[src/rtl/can_bit_destuffer_pkg.sv]
// Shared types and defaults for the CAN bit destuffer: state encoding,
// stuffing lengths and the Gray conversion used by the stuff counter.
package can_pkg;

  typedef enum logic [1:0] {
    IDLE      = 2'd0,
    DYN       = 2'd1,
    FIXED     = 2'd2,
    WAIT_IDLE = 2'd3
  } destuff_state_t;

  localparam int STUFF_LEN_DEF = 5;
  localparam int FIXED_LEN_DEF = 4;
  localparam int IDLE_BITS_DEF = 11;

  function automatic logic [2:0] bin2gray(input logic [2:0] b);
    return b ^ (b >> 1);
  endfunction

endpackage

[src/rtl/can_bit_destuffer_stuff_counter.sv]
// Mod-8 count of dynamic stuff bits, presented Gray-coded with even parity
// for the FD stuff-count field.
module can_stuff_counter
  import can_pkg::*;
(
  input  logic       clk,
  input  logic       reset,
  input  logic       clr,
  input  logic       inc,
  output logic [2:0] gray,
  output logic       par
);

  logic [2:0] bin;
  logic [2:0] bin_nxt;

  always_comb begin
    bin_nxt = bin;
    if (clr)
      bin_nxt = 3'd0;
    else if (inc)
      bin_nxt = bin + 3'd1;
  end

  always_ff @(posedge clk) begin
    if (reset) begin
      bin  <= 3'd0;
      gray <= 3'd0;
      par  <= 1'b0;
    end else begin
      bin  <= bin_nxt;
      gray <= bin2gray(bin_nxt);
      par  <= ^bin2gray(bin_nxt);
    end
  end

endmodule

[src/rtl/can_bit_destuffer.sv]
// CAN bit destuffer: SOF detection, dynamic and FD fixed stuff-bit flagging,
// stuff error reporting and bus-idle recovery.
//
//  state     | meaning
//  IDLE      | bus idle, waiting for a dominant SOF
//  DYN       | in frame, dynamic stuffing (run-length rule)
//  FIXED     | FD stuff-count/CRC field, fixed stuff bit every FIXED_LEN+1
//  WAIT_IDLE | after error, waiting for IDLE_BITS recessive samples
module can_bit_destuffer
  import can_pkg::*;
#(
  parameter int STUFF_LEN = STUFF_LEN_DEF,
  parameter int FIXED_LEN = FIXED_LEN_DEF,
  parameter int IDLE_BITS = IDLE_BITS_DEF
) (
  input  logic       clk,
  input  logic       reset,
  input  logic       sp,
  input  logic       CAN_RX,
  input  logic       bs_on,
  input  logic       fd_crc,
  input  logic       error_flag,
  output logic       sof,
  output logic       bit_valid,
  output logic       rx_bit,
  output logic       is_stuff,
  output logic       stuff_err,
  output logic [2:0] stuff_cnt,
  output logic       stuff_par
);

  localparam int PW = $clog2(FIXED_LEN + 1);
  localparam int CW = $clog2(IDLE_BITS + 1);

  destuff_state_t state;
  logic [2:0]     run;
  logic           last;
  logic [PW-1:0]  pos;
  logic [CW-1:0]  rec;

  logic          same;
  logic          stuff_due;
  logic          rec_done;
  logic [CW-1:0] rec_nxt;
  logic [2:0]    run_inc;
  logic          cnt_clr;
  logic          cnt_inc;

  assign same      = (CAN_RX == last);
  assign stuff_due = bs_on && (run == 3'(STUFF_LEN));
  // This sample is the one that completes the recessive idle sequence.
  assign rec_done  = CAN_RX && (rec == CW'(IDLE_BITS - 1));
  assign rec_nxt   = !CAN_RX ? '0 : (rec == CW'(IDLE_BITS)) ? rec : rec + 1'b1;
  assign run_inc   = (run == 3'd7) ? run : run + 3'd1;

  assign cnt_clr = error_flag || (sp && state == IDLE && !CAN_RX);
  assign cnt_inc = sp && !error_flag && state == DYN && !fd_crc && stuff_due && !same;

  can_stuff_counter u_cnt (
    .clk   (clk),
    .reset (reset),
    .clr   (cnt_clr),
    .inc   (cnt_inc),
    .gray  (stuff_cnt),
    .par   (stuff_par)
  );

  always_ff @(posedge clk) begin
    if (reset) begin
      state     <= IDLE;
      run       <= 3'd0;
      last      <= 1'b1;
      pos       <= '0;
      rec       <= '0;
      sof       <= 1'b0;
      bit_valid <= 1'b0;
      rx_bit    <= 1'b0;
      is_stuff  <= 1'b0;
      stuff_err <= 1'b0;
    end else begin
      sof       <= 1'b0;
      bit_valid <= 1'b0;
      stuff_err <= 1'b0;
      if (error_flag) begin
        state <= WAIT_IDLE;
        run   <= 3'd0;
        pos   <= '0;
        rec   <= '0;
      end else if (sp) begin
        case (state)
          IDLE: begin
            if (!CAN_RX) begin
              sof   <= 1'b1;
              run   <= 3'd1;
              last  <= 1'b0;
              rec   <= '0;
              state <= DYN;
            end
          end
          DYN: begin
            bit_valid <= 1'b1;
            rx_bit    <= CAN_RX;
            last      <= CAN_RX;
            rec       <= rec_nxt;
            if (fd_crc) begin
              // Entry bit into the fixed field is itself the first fixed stuff bit.
              is_stuff <= 1'b1;
              pos      <= PW'(1);
              if (same) begin
                stuff_err <= 1'b1;
                rec       <= '0;
                state     <= WAIT_IDLE;
              end else begin
                state <= FIXED;
              end
            end else if (stuff_due) begin
              is_stuff <= 1'b1;
              if (same) begin
                stuff_err <= 1'b1;
                rec       <= '0;
                state     <= WAIT_IDLE;
              end else begin
                run <= 3'd1;
              end
            end else begin
              is_stuff <= 1'b0;
              run      <= same ? run_inc : 3'd1;
              if (!bs_on && rec_done) begin
                rec   <= '0;
                last  <= 1'b1;
                state <= IDLE;
              end
            end
          end
          FIXED: begin
            bit_valid <= 1'b1;
            rx_bit    <= CAN_RX;
            last      <= CAN_RX;
            rec       <= rec_nxt;
            if (!fd_crc) begin
              is_stuff <= 1'b0;
              run      <= 3'd1;
              pos      <= '0;
              state    <= DYN;
            end else if (pos == '0) begin
              is_stuff <= 1'b1;
              pos      <= PW'(1);
              if (same) begin
                stuff_err <= 1'b1;
                rec       <= '0;
                state     <= WAIT_IDLE;
              end
            end else begin
              is_stuff <= 1'b0;
              pos      <= (pos == PW'(FIXED_LEN)) ? '0 : pos + 1'b1;
            end
          end
          WAIT_IDLE: begin
            rec <= rec_nxt;
            if (rec_done) begin
              rec   <= '0;
              last  <= 1'b1;
              state <= IDLE;
            end
          end
          default: state <= IDLE;
        endcase
      end
    end
  end

endmodule

[config.mk]
export PLATFORM = sky130hd
export DESIGN_NAME = can_bit_destuffer
export DESIGN_NICKNAME = d
export VERILOG_FILES = /design/src/rtl/can_bit_destuffer_pkg.sv /design/src/rtl/can_bit_destuffer_stuff_counter.sv /design/src/rtl/can_bit_destuffer.sv
export SDC_FILE = /design/constraint.sdc
export NUM_CORES = 1
export LEC_CHECK = 0
export ABC_AREA = 1
export BUFFER_PORTS_ARGS = -buffer_cell sky130_fd_sc_hd__buf_4
export CORE_MARGIN = 1.5
export CORE_UTILIZATION = 58
export CTS_CLUSTER_DIAMETER = 80
export DETAILED_ROUTE_END_ITERATION = 7
export PLACE_DENSITY = 0.86
export SYNTH_ARGS = -nofsm -noshare
export SYNTH_HDL_FRONTEND = slang
export SYNTH_HIERARCHICAL = 1
export SYNTH_SLANG_ARGS = --single-unit
[constraint.sdc]
create_clock -name clk -period 2.4 [get_ports clk]
set_clock_uncertainty 0.1 [all_clocks]
set_input_delay 0 -clock clk [delete_from_list [all_inputs] [get_ports clk]]
set_output_delay 0 -clock clk [all_outputs]
set_load 0.01 [all_outputs]
==> results of run 1 <==
[placed cells by master (no fill, tap or decap)]
| cell | netlist | final |
|---|---|---|
| a211oi_1 | 3 | 3 |
| a21oi_1 | 15 | 15 |
| a31oi_1 | 2 | 2 |
| and3_2 | 1 | 1 |
| buf_4 | 1 | 16 |
| clkbuf_4 | 0 | 3 |
| clkinv_1 | 2 | 2 |
| clkinv_2 | 0 | 1 |
| dfxtp_1 | 23 | 23 |
| dlygate4sd3_1 | 0 | 5 |
| ha_1 | 13 | 13 |
| inv_1 | 32 | 32 |
| inv_2 | 5 | 5 |
| nand2_1 | 50 | 50 |
| nand2_2 | 5 | 5 |
| nand2_4 | 3 | 3 |
| nand3_1 | 21 | 21 |
| nand3b_1 | 2 | 2 |
| nand3b_4 | 1 | 1 |
| nand4_1 | 4 | 4 |
| nand4_2 | 1 | 1 |
| nor2_1 | 16 | 16 |
| nor2_2 | 1 | 1 |
| nor3_1 | 6 | 6 |
| nor3_4 | 1 | 1 |
| nor4_1 | 1 | 1 |
| o211a_1 | 2 | 2 |
| o21ai_0 | 10 | 10 |
| o21ai_4 | 1 | 1 |
| or2_2 | 1 | 1 |
| xor2_1 | 2 | 2 |
[cell usage after synthesis, drive strengths merged]
cell	instances
or2	1
o211a	2
inv	37
nand2	58
nand4	5
a31oi	2
o21ai	11
xor2	2
a211oi	3
a21oi	15
nand3b	3
dfxtp	23
buf	3
clkinv	2
nand3	21
nor3	7
nor2	17
and3	1
ha	13
nor4	1
[registers in the layout, indices dropped and copies added, names as in the netlist]
register	count
bit_valid	1
is_stuff	1
last	1
pos	3
rec	4
run	3
rx_bit	1
sof	1
state	2
stuff_err	1
u_cnt/bin	1
u_cnt/gray	3
u_cnt/par	1
[metrics by stage]
stage                     area, um2  hold slack, ps
after floorplan                1570           -28.4
after global routing           1780             206
final                          1780             155
after detailed placement       1700             144
after global placement         1700             136
after CTS                      1780             141
[worst max-delay path: cells and delay by family (launching register included)]
family | cells | cell delay [ps]
and+or+nand+nor | 6 | 720
buffers and inverters | 4 | 420
DFF | 1 | 360
adders and majority gates | 1 | 320
[per-layer routing]
metal / GRT usage, % / routed length (um)
met5: 0 / 0
met4: 12.2 / 89
met3: 2.96 / 174
met2: 40.3 / 1600
met1: 37.0 / 1680
[final timing paths]
check	startpoint	endpoint	slack (ps)	depth (start not counted)
worst max-delay path	state[1]$_SDFFE_PP0P_	u_cnt/gray[0]$_SDFF_PP0_	440	11
worst min-delay path	bs_on	state[0]$_SDFFE_PP0P_	150	8
worst max register to register	state[1]$_SDFFE_PP0P_	u_cnt/gray[0]$_SDFF_PP0_	440	11
worst min register to register	run[1]$_SDFFE_PP0P_	run[1]$_SDFFE_PP0P_	400	2
[what timing repair did]
| action | 4_1_cts | 5_1_grt |
|---|---|---|
| hold endpoints to repair | 19 | 0 |
| hold buffers | 5 | 0 |
| resized for setup | 0 | 0 |
| setup buffers | 0 | 0 |
[power by group through the flow]
stage / logic (mW) / registers [mW] / clock network [mW]
final: 0.233 / 0.408 / 0.184
after detailed placement: 0.223 / 0.416 / 0
after CTS: 0.230 / 0.408 / 0.192
after global routing: 0.260 / 0.411 / 0.210
after global placement: 0.219 / 0.416 / 0
after floorplan: 0.162 / 0.416 / 0
[logic make-up after synthesis]
kind of cell    after synthesis  synth area share (%)
buf+inv                      42                  10.8
xor+xnor                      2                  1.12
fa+ha+maj                    13                  10.4
simple gates                114                  35.9
compound gates               33                  12.5
flops                        23                  29.3
[cell type report]
type | instances | share of cell area [%]
well taps | 30 | 2.11
flip-flops and latches | 23 | 25.8
multi-input cells | 162 | 52.7
repair buffers | 21 | 9.55
clock inverters | 1 | 0.281
clock buffers | 3 | 1.26
inverters | 39 | 8.22
==> results.ini, run 1 <==
[outcome]
run_status=finished clean

[setup_path]
setup.worst_path.class=flop to flop
setup.worst_path.start_class=flop
timing.critical_path.required_ps=2570
worstPathCellList=inv_1, ha_1, nand2_2, nor4_1, buf_4, inv_2, nand2_1, nand4_1, nand2_1, nand2_1, inv_1
critPathMaxFanout=7
crit_arrival_ps=2130
cp-end-kind=flop
critical_path.slowest_cell=dfxtp_1
crit_path_max_incr_delay_ps=360
critPathMostFrequentCell=nand2_1

[finish]
syn_to_final_growth_pct=13.5
layout-drive-gt1-share_pct=16.1
antennaDiodeCount=0
fin_nets=270
fill_cells=223
multi_input_area_um2=940
layout.core_utilization_pct=70.6
layout.area.seq_um2=460
final-instance-count-excl-fill=279

[hold_path]
worst_hold_path_type=primary input to flop

[timing]
final.period_utilization_pct=81.8
slew-limit-headroom_pct=79.3
fmax_mhz=509
setup-tns-final_ps=0
transition_time_of_the_tightest_slew_check_pin_ps=308
setup_slack_ps=437
setup_violations=0
timing_hold_violations_final=0
time_the_final_worst_path_needs_with_i_o_delays_and_setup_ps=1960
rsz0062_at_grt=no
report.final.slew_viol_count=0

[power_and_ir_drop]
power.switching_fraction_pct=34.1
pwr-share-clk_pct=22.3
power.switching_mw=0.282
share_of_total_power_in_combinational_logic_pct=28.2
leakage_nw=0.895
p_int_mw=0.544
powerDensity_nw_per_um2=463
proportion_of_power_drawn_by_flip_flops_and_latches_pct=49.5
power.ir.vdd_worst_v=0.000396
power.total_mw=0.825

[detailed_routing]
totalWireLength_um=3540
post_drt_wl_per_cell_um=12.7
detailroute.via_count=1552
1st_iter_drt_viols=71
drtPass1Iterations=4
detail_route.vias_per_cell=5.56
detail_route.drc_violations=0
ant_nets=0

[floorplanning]
core.rowCount=18
die-height_um=55.0
design.core.area_um2=2520
floorplan.die_area_um2=3030
die-width_um=55.0
ioPinCount=16
start_util_pct=62.3

[global_route]
grt.overflow.total=0
grt_max_degree=14
global_route_wire_length_before_repair_um=5760
grt_antenna_before_repair=0
gr-usage-all-layers_pct=26.4
grt_pass1_vias=1329

[synth]
synth.yosys.seq_area_share_pct=29.3
ys_ff_latch=23
syn_nets=247
synth.distinct_cells=30
synthTopCellsByArea=dfxtp_1 29%, nand2_1 12%, ha_1 10%, inv_1 7.6%, nand3_1 6.7%
avg_cell_area_syn_um2=6.92
synth.yosys.warnings=6
netlist_area_um2=1570
synthesis.instances=227
post-synth-top-area-cell=dfxtp_1
synthDominantCellAreaShare_pct=29.3

[placed_design]
gp_congestion=0.930
io_buffers=15
dp.final_hpwl_um=2660
numPlacedInstances=270
place_worst_setup_slack_ps=485

[cts]
cts_tree=built
cts_root_buf=clkbuf_4
clock-sinks=23
insertion_delay_ps=320
clk_pin_slew_ps=140
cts_buffer_depth=2
cts_made_buffers=3
ctsHtreeMaxLevel=1

[job]
cap_viol_max_count=0

(Power assumes the default switching activity.)
==> run 2, diff against run 1 <==
clock period = 1.9 ns   (was 2.4 ns; I/O delays follow)
==> results.ini, run 2 (synthesis gave the netlist of run 1 again) <==
[outcome]
run_status=finished clean  ; unchanged

[setup_path]
crit_path_max_incr_delay_ps=360  ; about the same
worstPathCellList=inv_1, ha_1, inv_1, a21oi_1, nor2_1, nand2_2, nand3_1, a21oi_1  ; was inv_1, ha_1, nand2_2, nor4_1, buf_4, inv_2, nand2_1, nand4_1, nand2_1, nand2_1, inv_1
crit_arrival_ps=1910  ; was 2130 ps
r2r.worst_path.cells=8  ; was 11
setup.worst_path.start_class=flop  ; unchanged
regToRegStartpoint=state[0]$_SDFFE_PP0P_  ; was state[1]$_SDFFE_PP0P_
reg2reg_to=rec[0]$_SDFFE_PP0P_  ; was u_cnt/gray[0]$_SDFF_PP0_
critical_path.slowest_cell=dfxtp_1  ; unchanged
critPathMaxFanout=8  ; was 7
setup.worst_path.class=flop to flop  ; unchanged
timing.critical_path.required_ps=2040  ; was 2570 ps
rrSetupSlack_ps=130  ; was 440 ps
cp-end-kind=flop  ; unchanged

[detailed_routing]
ant_nets=0  ; unchanged
detailroute.via_count=1527  ; was 1552
drtPass1Iterations=5  ; was 4
post_drt_wl_per_cell_um=12.3  ; was 12.7 um
totalWireLength_um=3440  ; was 3540 um
detail_route.drc_violations=0  ; unchanged
1st_iter_drt_viols=52  ; was 71
detail_route.vias_per_cell=5.45  ; was 5.56

[finish]
registers.top_by_ff_count=rec  ; unchanged
fill_cells=212  ; was 223
layout.area.seq_um2=462  ; was 460 um2
syn_to_final_growth_pct=15.5  ; was 13.5%
most-common-layout-cells=50 x nand2_1, 30 x inv_1, 22 x dfxtp_1  ; was 50 x nand2_1, 32 x inv_1, 23 x dfxtp_1
layout.core_utilization_pct=71.9  ; was 70.6%
multi_input_area_um2=960  ; was 940 um2
design_area_um2=1810  ; was 1780 um2
layout-drive-gt1-share_pct=18.4  ; was 16.1%
layout.cells.most_common=nand2_1  ; unchanged
antennaDiodeCount=0  ; unchanged
fin_nets=271  ; was 270
max_reg_flops=4  ; unchanged

[timing]
fmax_mhz=565  ; was 509 MHz
slew-limit-headroom_pct=74.3  ; was 79.3%
report.final.slew_viol_count=0  ; unchanged
transition_time_of_the_tightest_slew_check_pin_ps=383  ; was 308 ps
rsz0062_at_grt=no  ; unchanged
setup_violations=0  ; unchanged
time_the_final_worst_path_needs_with_i_o_delays_and_setup_ps=1770  ; was 1960 ps
timing_hold_violations_final=0  ; unchanged
final.period_utilization_pct=93.2  ; was 81.8%
setup-tns-final_ps=0  ; unchanged
setup_slack_ps=129  ; was 437 ps

[cts]
ctsHtreeMaxLevel=1  ; unchanged
cts_buffer_depth=2  ; unchanged
insertion_delay_ps=320  ; about the same
cts_made_buffers=3  ; unchanged
cts_tree=built  ; unchanged
cts_root_buf=clkbuf_4  ; unchanged
clock-sinks=23  ; unchanged
clk_pin_slew_ps=130  ; was 140 ps
number_of_setup_buffers_added_after_cts=0  ; unchanged

[placed_design]
detailed_place.area_um2=1730  ; was 1700 um2
dp.final_hpwl_um=2640  ; was 2660 um
place_worst_setup_slack_ps=88.0  ; was 485 ps
gp_congestion=1.00  ; was 0.930
io_buffers=15  ; unchanged

[power_and_ir_drop]
power.total_mw=1.05  ; was 0.825 mW
powerDensity_nw_per_um2=576  ; was 463 nW/um2
leakage_nw=0.899  ; was 0.895 nW
power.ir.vdd_worst_v=0.000505  ; was 0.000396 V

[global_route]
grt_max_degree=14  ; unchanged
global_route_wire_length_before_repair_um=5500  ; was 5760 um
grt.overflow.total=0  ; unchanged
grt_antenna_before_repair=0  ; unchanged
grt_pass1_vias=1280  ; was 1329
gr-usage-all-layers_pct=25.1  ; was 26.4%

[floorplanning]
core.rowCount=18  ; unchanged
die-height_um=55.0  ; unchanged
start_util_pct=62.3  ; unchanged
die-width_um=55.0  ; unchanged
floorplan.die_area_um2=3030  ; unchanged
design.core.area_um2=2520  ; unchanged
ioPinCount=16  ; unchanged

[hold_path]
hold_path_depth=7  ; was 8
worst_hold_path_type=primary input to flop  ; unchanged
end_point_of_the_worst_hold_path=state[0]$_SDFFE_PP0P_  ; unchanged
worst_hold_startpoint=bs_on  ; unchanged

[job]
cap_viol_max_count=0  ; unchanged

## run 2: cell count changes in the layout (fill, tap and decap cells not counted)
cell and delta:
nor4_1 -1, dfxtp_2 +1, nand3_1 -1, nor4_4 +1
buf_4 +1, dfxtp_1 -1, clkinvlp_4 +1, inv_1 -2
nand3_2 +1, inv_2 +1
## run 2: routing by layer
| layer | part of all wire (%) | up-vias | GRT usage [%] |
|---|---|---|---|
| li1 | - | 788 | - |
| met1 | 45 | 667 | 33.4 |
| met2 | 46 | 61 | 41.5 |
| met3 | 7.0 | 11 | 2.96 |
| met4 | 2.4 | 0 | 9.35 |
| met5 | 0 | - | 0 |
## run 2: through the flow
step,hold WS (ps),cells
CTS,129,280
detailed placement,139,271
finish,155,280
floorplan,-28.4,227
global placement,129,271
global route,180,280
## run 2: cell type report
class                      count  share of cell area (%)
timing repair buffer          22                    9.79
sequential                    23                    25.4
inverter                      39                    8.28
tap                           30                    2.07
clock buffer                   3                    1.24
multi-input combinational    162                    52.9
clock inverter                 1                   0.276
## run 2: what timing repair did
| item | CTS | global route |
|---|---|---|
| endpoints found under the hold margin | 19 | 0 |
| setup endpoints to repair | 0 | 5 |
| hold buffers | 5 | 0 |
| resized for setup | 0 | 4 |
## run 2: worst max path at each step
stage / to / cells after the start / start / slack [ps]
after detailed placement: u_cnt/gray[0]$_SDFF_PP0_ / 9 / state[1]$_SDFFE_PP0P_ / 90
final: rec[0]$_SDFFE_PP0P_ / 8 / state[0]$_SDFFE_PP0P_ / 130
after global routing: u_cnt/gray[1]$_SDFF_PP0_ / 8 / run[1]$_SDFFE_PP0P_ / 9
after global placement: u_cnt/gray[0]$_SDFF_PP0_ / 9 / state[1]$_SDFFE_PP0P_ / 140
after floorplan: u_cnt/gray[0]$_SDFF_PP0_ / 9 / state[1]$_SDFFE_PP0P_ / 100
after CTS: u_cnt/gray[0]$_SDFF_PP0_ / 9 / state[1]$_SDFFE_PP0P_ / 60
## run 2: worst max-delay path: cells and delay by family, from the launching register on
family,cells,cell delay (ps)
flip-flops,1,360
adder cells (fa/ha/maj),1,330
buffers and inverters,2,270
AND/OR/NAND/NOR,3,270
AO/OA/AOI/OAI,2,350
## run 2: report_power, final
part,internal [mW],switching (mW)
clock network,0.0788,0.151
logic,0.109,0.191
registers,0.502,0.0136
total,0.690,0.355
